<file path="config.mk">
export PLATFORM = sky130hd
export DESIGN_NAME = pool_layer_mc
export DESIGN_NICKNAME = d
export VERILOG_FILES = /design/src/rtl/pool_layer_mc.sv
export SDC_FILE = /design/constraint.sdc
export NUM_CORES = 2
export LEC_CHECK = 0
export CORE_MARGIN = 3
export CORE_UTILIZATION = 50
export DETAILED_ROUTE_END_ITERATION = 10
export PLACE_DENSITY = 0.7
export SLEW_MARGIN = 25
export SYNTH_ARGS = -nofsm -noshare
export SYNTH_HDL_FRONTEND = slang
export SYNTH_SLANG_ARGS = --single-unit
</file>
<file path="constraint.sdc">
create_clock -name clk -period 12.3 [get_ports clk]
set_clock_uncertainty 0.1 [all_clocks]
set_input_delay 1.23 -clock clk [delete_from_list [all_inputs] [get_ports clk]]
set_output_delay 1.23 -clock clk [all_outputs]
set_load 0.02 [all_outputs]
</file>
<file path="src/rtl/pool_layer_mc.sv">
// pool_layer_mc: C-channel streaming KxK max/average pooling with internal row/col counters
// and a per-output-column partial-result line buffer.
module pool_layer_mc #(
    parameter int C  = 6,
    parameter int W  = 16,
    parameter int IM = 28,
    parameter int K  = 2,
    localparam int OW = IM / K,
    localparam int OB = ($clog2(OW) > 0) ? $clog2(OW) : 1
) (
    input  logic            clk,
    input  logic            reset,
    input  logic            in_valid,
    input  logic [C*W-1:0]  in_data,
    input  logic            mode,
    output logic            out_valid,
    output logic [C*W-1:0]  out_data,
    output logic [OB-1:0]   out_col,
    output logic [OB-1:0]   out_row,
    output logic            finish
);
    localparam int CB = $clog2(IM);
    localparam int LK = $clog2(K);
    localparam int A  = W + 2 * LK;

    generate
        if (K != 2 && K != 4 && K != 8) begin : g_bad_k
            $error("pool_layer_mc: K must be 2, 4 or 8");
        end
    endgenerate

    logic [CB-1:0] col, row;
    logic [OB-1:0] oc, orw;
    logic m, md, act, first, done, last;
    logic [A-1:0] lb [OW][C];
    logic signed [A-1:0] p [C];
    logic signed [A-1:0] e [C];
    logic signed [A-1:0] comb [C];

    // mode is taken live on pixel (0,0) so the first beat already uses the new frame's mode
    always_comb begin
        md    = (row == '0 && col == '0) ? mode : m;
        act   = in_valid && int'(col) < OW * K && int'(row) < OW * K;
        first = col[LK-1:0] == '0 && row[LK-1:0] == '0;
        done  = &col[LK-1:0] && &row[LK-1:0];
        oc    = OB'(col >> LK);
        orw   = OB'(row >> LK);
        last  = int'(oc) == OW - 1 && int'(orw) == OW - 1;
        for (int c = 0; c < C; c++) begin
            p[c]    = A'($signed(in_data[c*W +: W]));
            e[c]    = $signed(lb[oc][c]);
            comb[c] = first ? p[c] : md ? e[c] + p[c] : (p[c] > e[c] ? p[c] : e[c]);
        end
    end

    always_ff @(posedge clk) begin
        if (reset) begin
            col       <= '0;
            row       <= '0;
            m         <= 1'b0;
            out_valid <= 1'b0;
            finish    <= 1'b0;
            out_data  <= '0;
            out_col   <= '0;
            out_row   <= '0;
        end else begin
            out_valid <= act && done;
            finish    <= act && done && last;
            if (in_valid) begin
                col <= (col == CB'(IM - 1)) ? '0 : col + 1'b1;
                if (col == CB'(IM - 1))
                    row <= (row == CB'(IM - 1)) ? '0 : row + 1'b1;
                if (row == '0 && col == '0)
                    m <= mode;
            end
            if (act && done) begin
                out_col <= oc;
                out_row <= orw;
                for (int c = 0; c < C; c++)
                    out_data[c*W +: W] <= md ? W'(comb[c] >>> (2 * LK)) : comb[c][W-1:0];
            end
        end
    end

    // completed windows go straight to the output register, so the entry is free for the next window row
    always_ff @(posedge clk) begin
        if (act && !done)
            for (int c = 0; c < C; c++)
                lb[oc][c] <= comb[c];
    end
endmodule

</file>
## Word-level counts from Yosys, hierarchy flattened

Memory sizes are Yosys's and may differ from the RTL's. A register that Yosys moved wholly into a read port is not among the register bits.
Cells that the tools add are included.

- Register bits: 117
- Latch bits: 0
- Bits in writable memories: 1,512
- Memory bits (read-only): 0
- Word-level logic and storage cells: 75
- Memories kept: 1

- Add/sub/neg operators: 8
- Multipliers: 0
- Divide/modulo/power cells: 0
- Order comparisons: 8
- Equality and inequality tests: 4
- Shift operators: 0
- Mux-type cells: 31
- Bitwise operators: 2
- Reduce and logical (&&, ||, !) cells: 13

Memories:

| memory | depth | bits a word | read ports | clocked after memory_dff | wr ports | RTL line | text |
|---|---|---|---|---|---|---|---|
| lb | 14 | 108 | 1 | 1 | 1 | 35 | `logic [A-1:0] lb [OW][C];` |

Operators with widths:

| operator | number |
|---|---|
| 18-bit 2-to-1 mux | 18 |
| 18-bit by 16-bit adder with 18-bit output | 6 |
| 16-bit by 18-bit greater-than comparator with 1-bit output | 6 |
| 16-bit 2-to-1 mux | 6 |
| 5-bit by 1-bit adder with 5-bit output, second input constant | 2 |
| 5-bit equality test, second input constant | 2 |
| 5-bit zero test | 2 |
| 5-bit < comparator, second input constant | 2 |
| 5-bit 2-to-1 mux | 2 |
| 1-bit logical AND | 9 |
| 4-bit by 3-bit equality test with 1-bit output, second input constant | 2 |
| 4-bit 2-to-1 mux | 2 |
| 1-bit 2-to-1 mux | 3 |
| 1-bit inverter | 2 |
| 2-bit AND reduction | 1 |
| 1-bit zero test | 1 |

## Longest topological paths before layout

- Depth after elaboration: 6
- Mapped depth: 20
- Gate-level depth less buffers: 16

## Worst setup path after synthesis

OpenSTA, ideal clock, no wires.

- Path kind: input port to flip-flop
- Start point: input in_valid
- End point: memory lb[12][0] (netlist bit) (enable)
- Setup time: 0.840 ns
- Arrival: 11.980 ns
- Required time: 11.360 ns
- Path slack: -0.620 ns
- Stages: 4
- Path buffers: 1
- Cell sequence: clkbuf_1 -> and3_1 -> nand2_1 -> nor4_1

- Longest elaborated chain between the ends: 5

Ends and longest elaborated chain:

| what | RTL line | text |
|---|---|---|
| start: declaration | 13 | `input logic in_valid,` |
| 1-bit logical AND (2 in a row) | 43 | `act = in_valid && int'(col) < OW * K && int'(row) < OW * K;` |
| 1-bit logical AND | 87 | `if (act && !done)` |
| 1-bit 2-to-1 mux | 87 |  |
| 1-bit 2-to-1 mux (not written as such) | 89 | `lb[oc][c] <= comb[c];` |
| end: declaration | 35 |  |

No other way between the ends.

==> flow_summary.toml <==
[global_route]
grt_max_degree = 130
grt_pass1_wl_um = 292000
antenna_found_initial = 13
gr-usage-met3_pct = 5.52
gr-usage-met1_pct = 36.5
grt_pass1_vias = 44000
top_usage_layer = "met2"
grt_overflow_total = 0
track_usage_pct = 26.0
grt_use_met2_pct = 41.4

[clock_network]
postCtsSetupRepairBufs = 0
cts_tree = "built"
cts_max_level = 4
clkLatencyLatePin_ns = 0.80
cts.sinks = 1633
ctsLongestPathBuffers = 3
cts-resized-gates = 0
holdBufCountCts = 0
numCtsBuffers = 162
clk_pin_slew_worst_paths_ns = 0.06
cts_root_buf = "clkbuf_16"

[detailed_routing]
finalWirelength_um = 199000
drc = 0
drt-initial-drc-count = 4629
postRouteAntennaNets = 0
viasPerCell = 6.30
wl_per_cell_um = 28.0
firstDrtPassIters = 6
vias = 44700

[layout]
register_area_sq_um = 47800
drive_above_1_share_pct = 14.6
multi_input_area_sq_um = 23900
final_cells = 7092
syn2layout_area_growth_pct = 13.2
fin_nets = 5361
fillerInstances = 11100

[run_status]
status = "complete, no violations"

[floorplanning]
die_w_um = 389
io_pins = 206
start_util_pct = 50.7
fp-row-count = 139
core-area_sq_um = 145000
die_y_um = 389
die_area_sq_um = 151000

[synth]
synth_edf_count = 1512
synth.net_count = 5156
netlist_area_sq_um = 73400
avgSynthCellArea_sq_um = 15.2
yosysWarnings = 0
synth.distinct_cells = 87
synthCells = 4836
synth_async_sr_flop_share_pct = 0
synth-main-ff-cell = "edfxtp_1"
seq_area_frac_synth_pct = 65.2
ys_ff_latch = 1633

[worst_hold_path]
hold_class = "register to register"
hold_depth = 2
holdCritStartpoint = "out_row[3]"
hold_end = "out_row[3]"

[critical_path]
crit_path_max_fanout = 43
rr_endpoint = "lb[1][89]"
crit_arrival_ns = 7.54
worstPathRequired_ns = 12.67
cp-start-kind = "register"
cp-end-kind = "register"
rrSetupSlack_ns = 5.13
worstSetupPathType = "register to register"
reg2reg_depth = 15

[power]
vdd_drop_max_mv = 0.135
p_per_area_nw_per_um2 = 156
p_leak_nw = 27.2

[sta]
setup_viol = 0
relSlewSlack_pct = 24.0
rsz0062_at_grt = "no"
setup_tns_ns = 0
finalHoldViolCount = 0
drv_slew = 0
max_freq_mhz = 140
tightest_slew_ns = 1.14
period_needed_ns = 7.17
period_share_pct = 58.3

[placement]
portBuffers = 205
dp_cells = 6780
dp_hpwl_um = 115000
gp_congestion = 0.930

[flow_run]
cap_viol_max_count = 0
power by group:
group	internal (mW)	switching, mW	leakage [nW]
clock network	2.78	2.09	2.55
registers	6.29	0.0180	14.6
logic	0.617	1.13	10.0
total	9.69	3.24	27.2
flip-flops by register name, summed over array words and instances (netlist names), named ones only:
signal     count
col            5
finish         1
lb          1512
m              1
out_col        4
out_data      96
out_row        4
out_valid      1
row            5
area by class of cell:
cell class | count | share of cell area, %
Clock inverter | 82 | 0.937
Inverter | 204 | 0.922
Antenna cell | 11 | 0.0331
Multi-Input combinational cell | 2740 | 28.8
Sequential cell | 1633 | 57.6
Tap cell | 1903 | 2.87
Timing Repair Buffer | 300 | 3.53
Clock buffer | 219 | 5.35
cells by family after synthesis:
logic type / Yosys count / synth area share, %
compound gates: 968 / 8.44
xor+xnor: 85 / 1.01
fa+ha+maj: 220 / 3.81
buf+inv: 463 / 2.62
flops: 1633 / 65.2
mux: 583 / 13.6
simple gates: 884 / 5.39
critical path, stage by stage, from the launching register on:
cell       delay, ns
dfxtp_4         0.59
buf_4           0.67
buf_4           0.79
mux4_2          0.59
mux2i_1         0.13
nor2_1          0.05
a21oi_1         0.37
ha_1            0.39
a21o_1          0.24
a2111oi_4       0.34
o21ai_2         0.12
nor4_1          0.58
nor2_1          0.38
a21oi_1         0.52
o21ai_0         0.17
a21oi_1         0.73
layer usage:
metal	part of all wire [%]	vias up	wire (um)
met5	0.018	-	36
met4	2.5	6	4980
met3	9.4	364	18700
met2	47	2022	93500
met1	41	23000	81400
li1	-	19300	-
per-stage QoR:
step / util, % / hold WS, ns / setup slack [ns] / area [sq um] / power, mW
6_report: 57.4 / 0.354 / 5.13 / 83100 / 12.9
5_1_grt: 57.4 / 0.368 / 4.61 / 83100 / 13.4
4_1_cts: 57.3 / 0.358 / 5.22 / 83000 / 13.0
3_5_place_dp: 53.7 / 0.343 / 5.28 / 77800 / 8.14
3_3_place_gp: 53.7 / 0.339 / 5.43 / 77800 / 8.11
2_1_floorplan: - / 0.372 / 2.01 / 73400 / 7.64
layout by cell type, fill, tap and decap left out, drive strengths merged, types with 13 or more instances in the layout:
| cell | count |
|---|---|
| a211oi | 28 |
| a21o | 30 |
| a21oi | 382 |
| a221oi | 17 |
| a22o | 15 |
| a31oi | 45 |
| a32o | 18 |
| and3 | 13 |
| buf | 96 |
| clkbuf | 219 |
| clkdlybuf4s50 | 204 |
| clkinv | 59 |
| dfxtp | 121 |
| edfxtp | 1512 |
| ha | 214 |
| inv | 211 |
| mux2 | 13 |
| mux2i | 241 |
| mux4 | 329 |
| nand2 | 186 |
| nand2b | 31 |
| nand3 | 64 |
| nand4 | 16 |
| nor2 | 411 |
| nor2b | 27 |
| nor3 | 62 |
| o211ai | 35 |
| o21a | 18 |
| o21ai | 155 |
| o21bai | 20 |
| o22a | 21 |
| o22ai | 33 |
| o31ai | 23 |
| or3 | 16 |
| xnor2 | 61 |
| xor2 | 24 |
worst max-delay path by stage:
stage	startpoint	endpoint	slack [ns]	cells after the start
2_1_floorplan	in_valid	lb[0][0]	2.01	5
3_3_place_gp	register	lb[12][51]	5.43	15
3_5_place_dp	register	lb[0][89]	5.28	15
4_1_cts	register	lb[0][51]	5.22	15
5_1_grt	register	lb[4][51]	4.61	15
6_report	register	lb[1][89]	5.13	15
cells in the mapped netlist (all sizes together) (31+ instances only):
cell | number | area (sq um)
a21oi | 382 | 1930
a31oi | 45 | 282
buf | 115 | 617
clkbuf | 144 | 541
dfxtp | 121 | 2420
edfxtp | 1512 | 45400
ha | 214 | 2680
inv | 204 | 766
mux2i | 241 | 2410
mux4 | 329 | 7410
nand2 | 186 | 714
nand2b | 31 | 194
nand3 | 64 | 320
nor2 | 411 | 1550
nor3 | 62 | 310
o211ai | 35 | 263
o21ai | 155 | 779
o22ai | 33 | 206
xnor2 | 61 | 534
(Power assumes the default switching activity.)
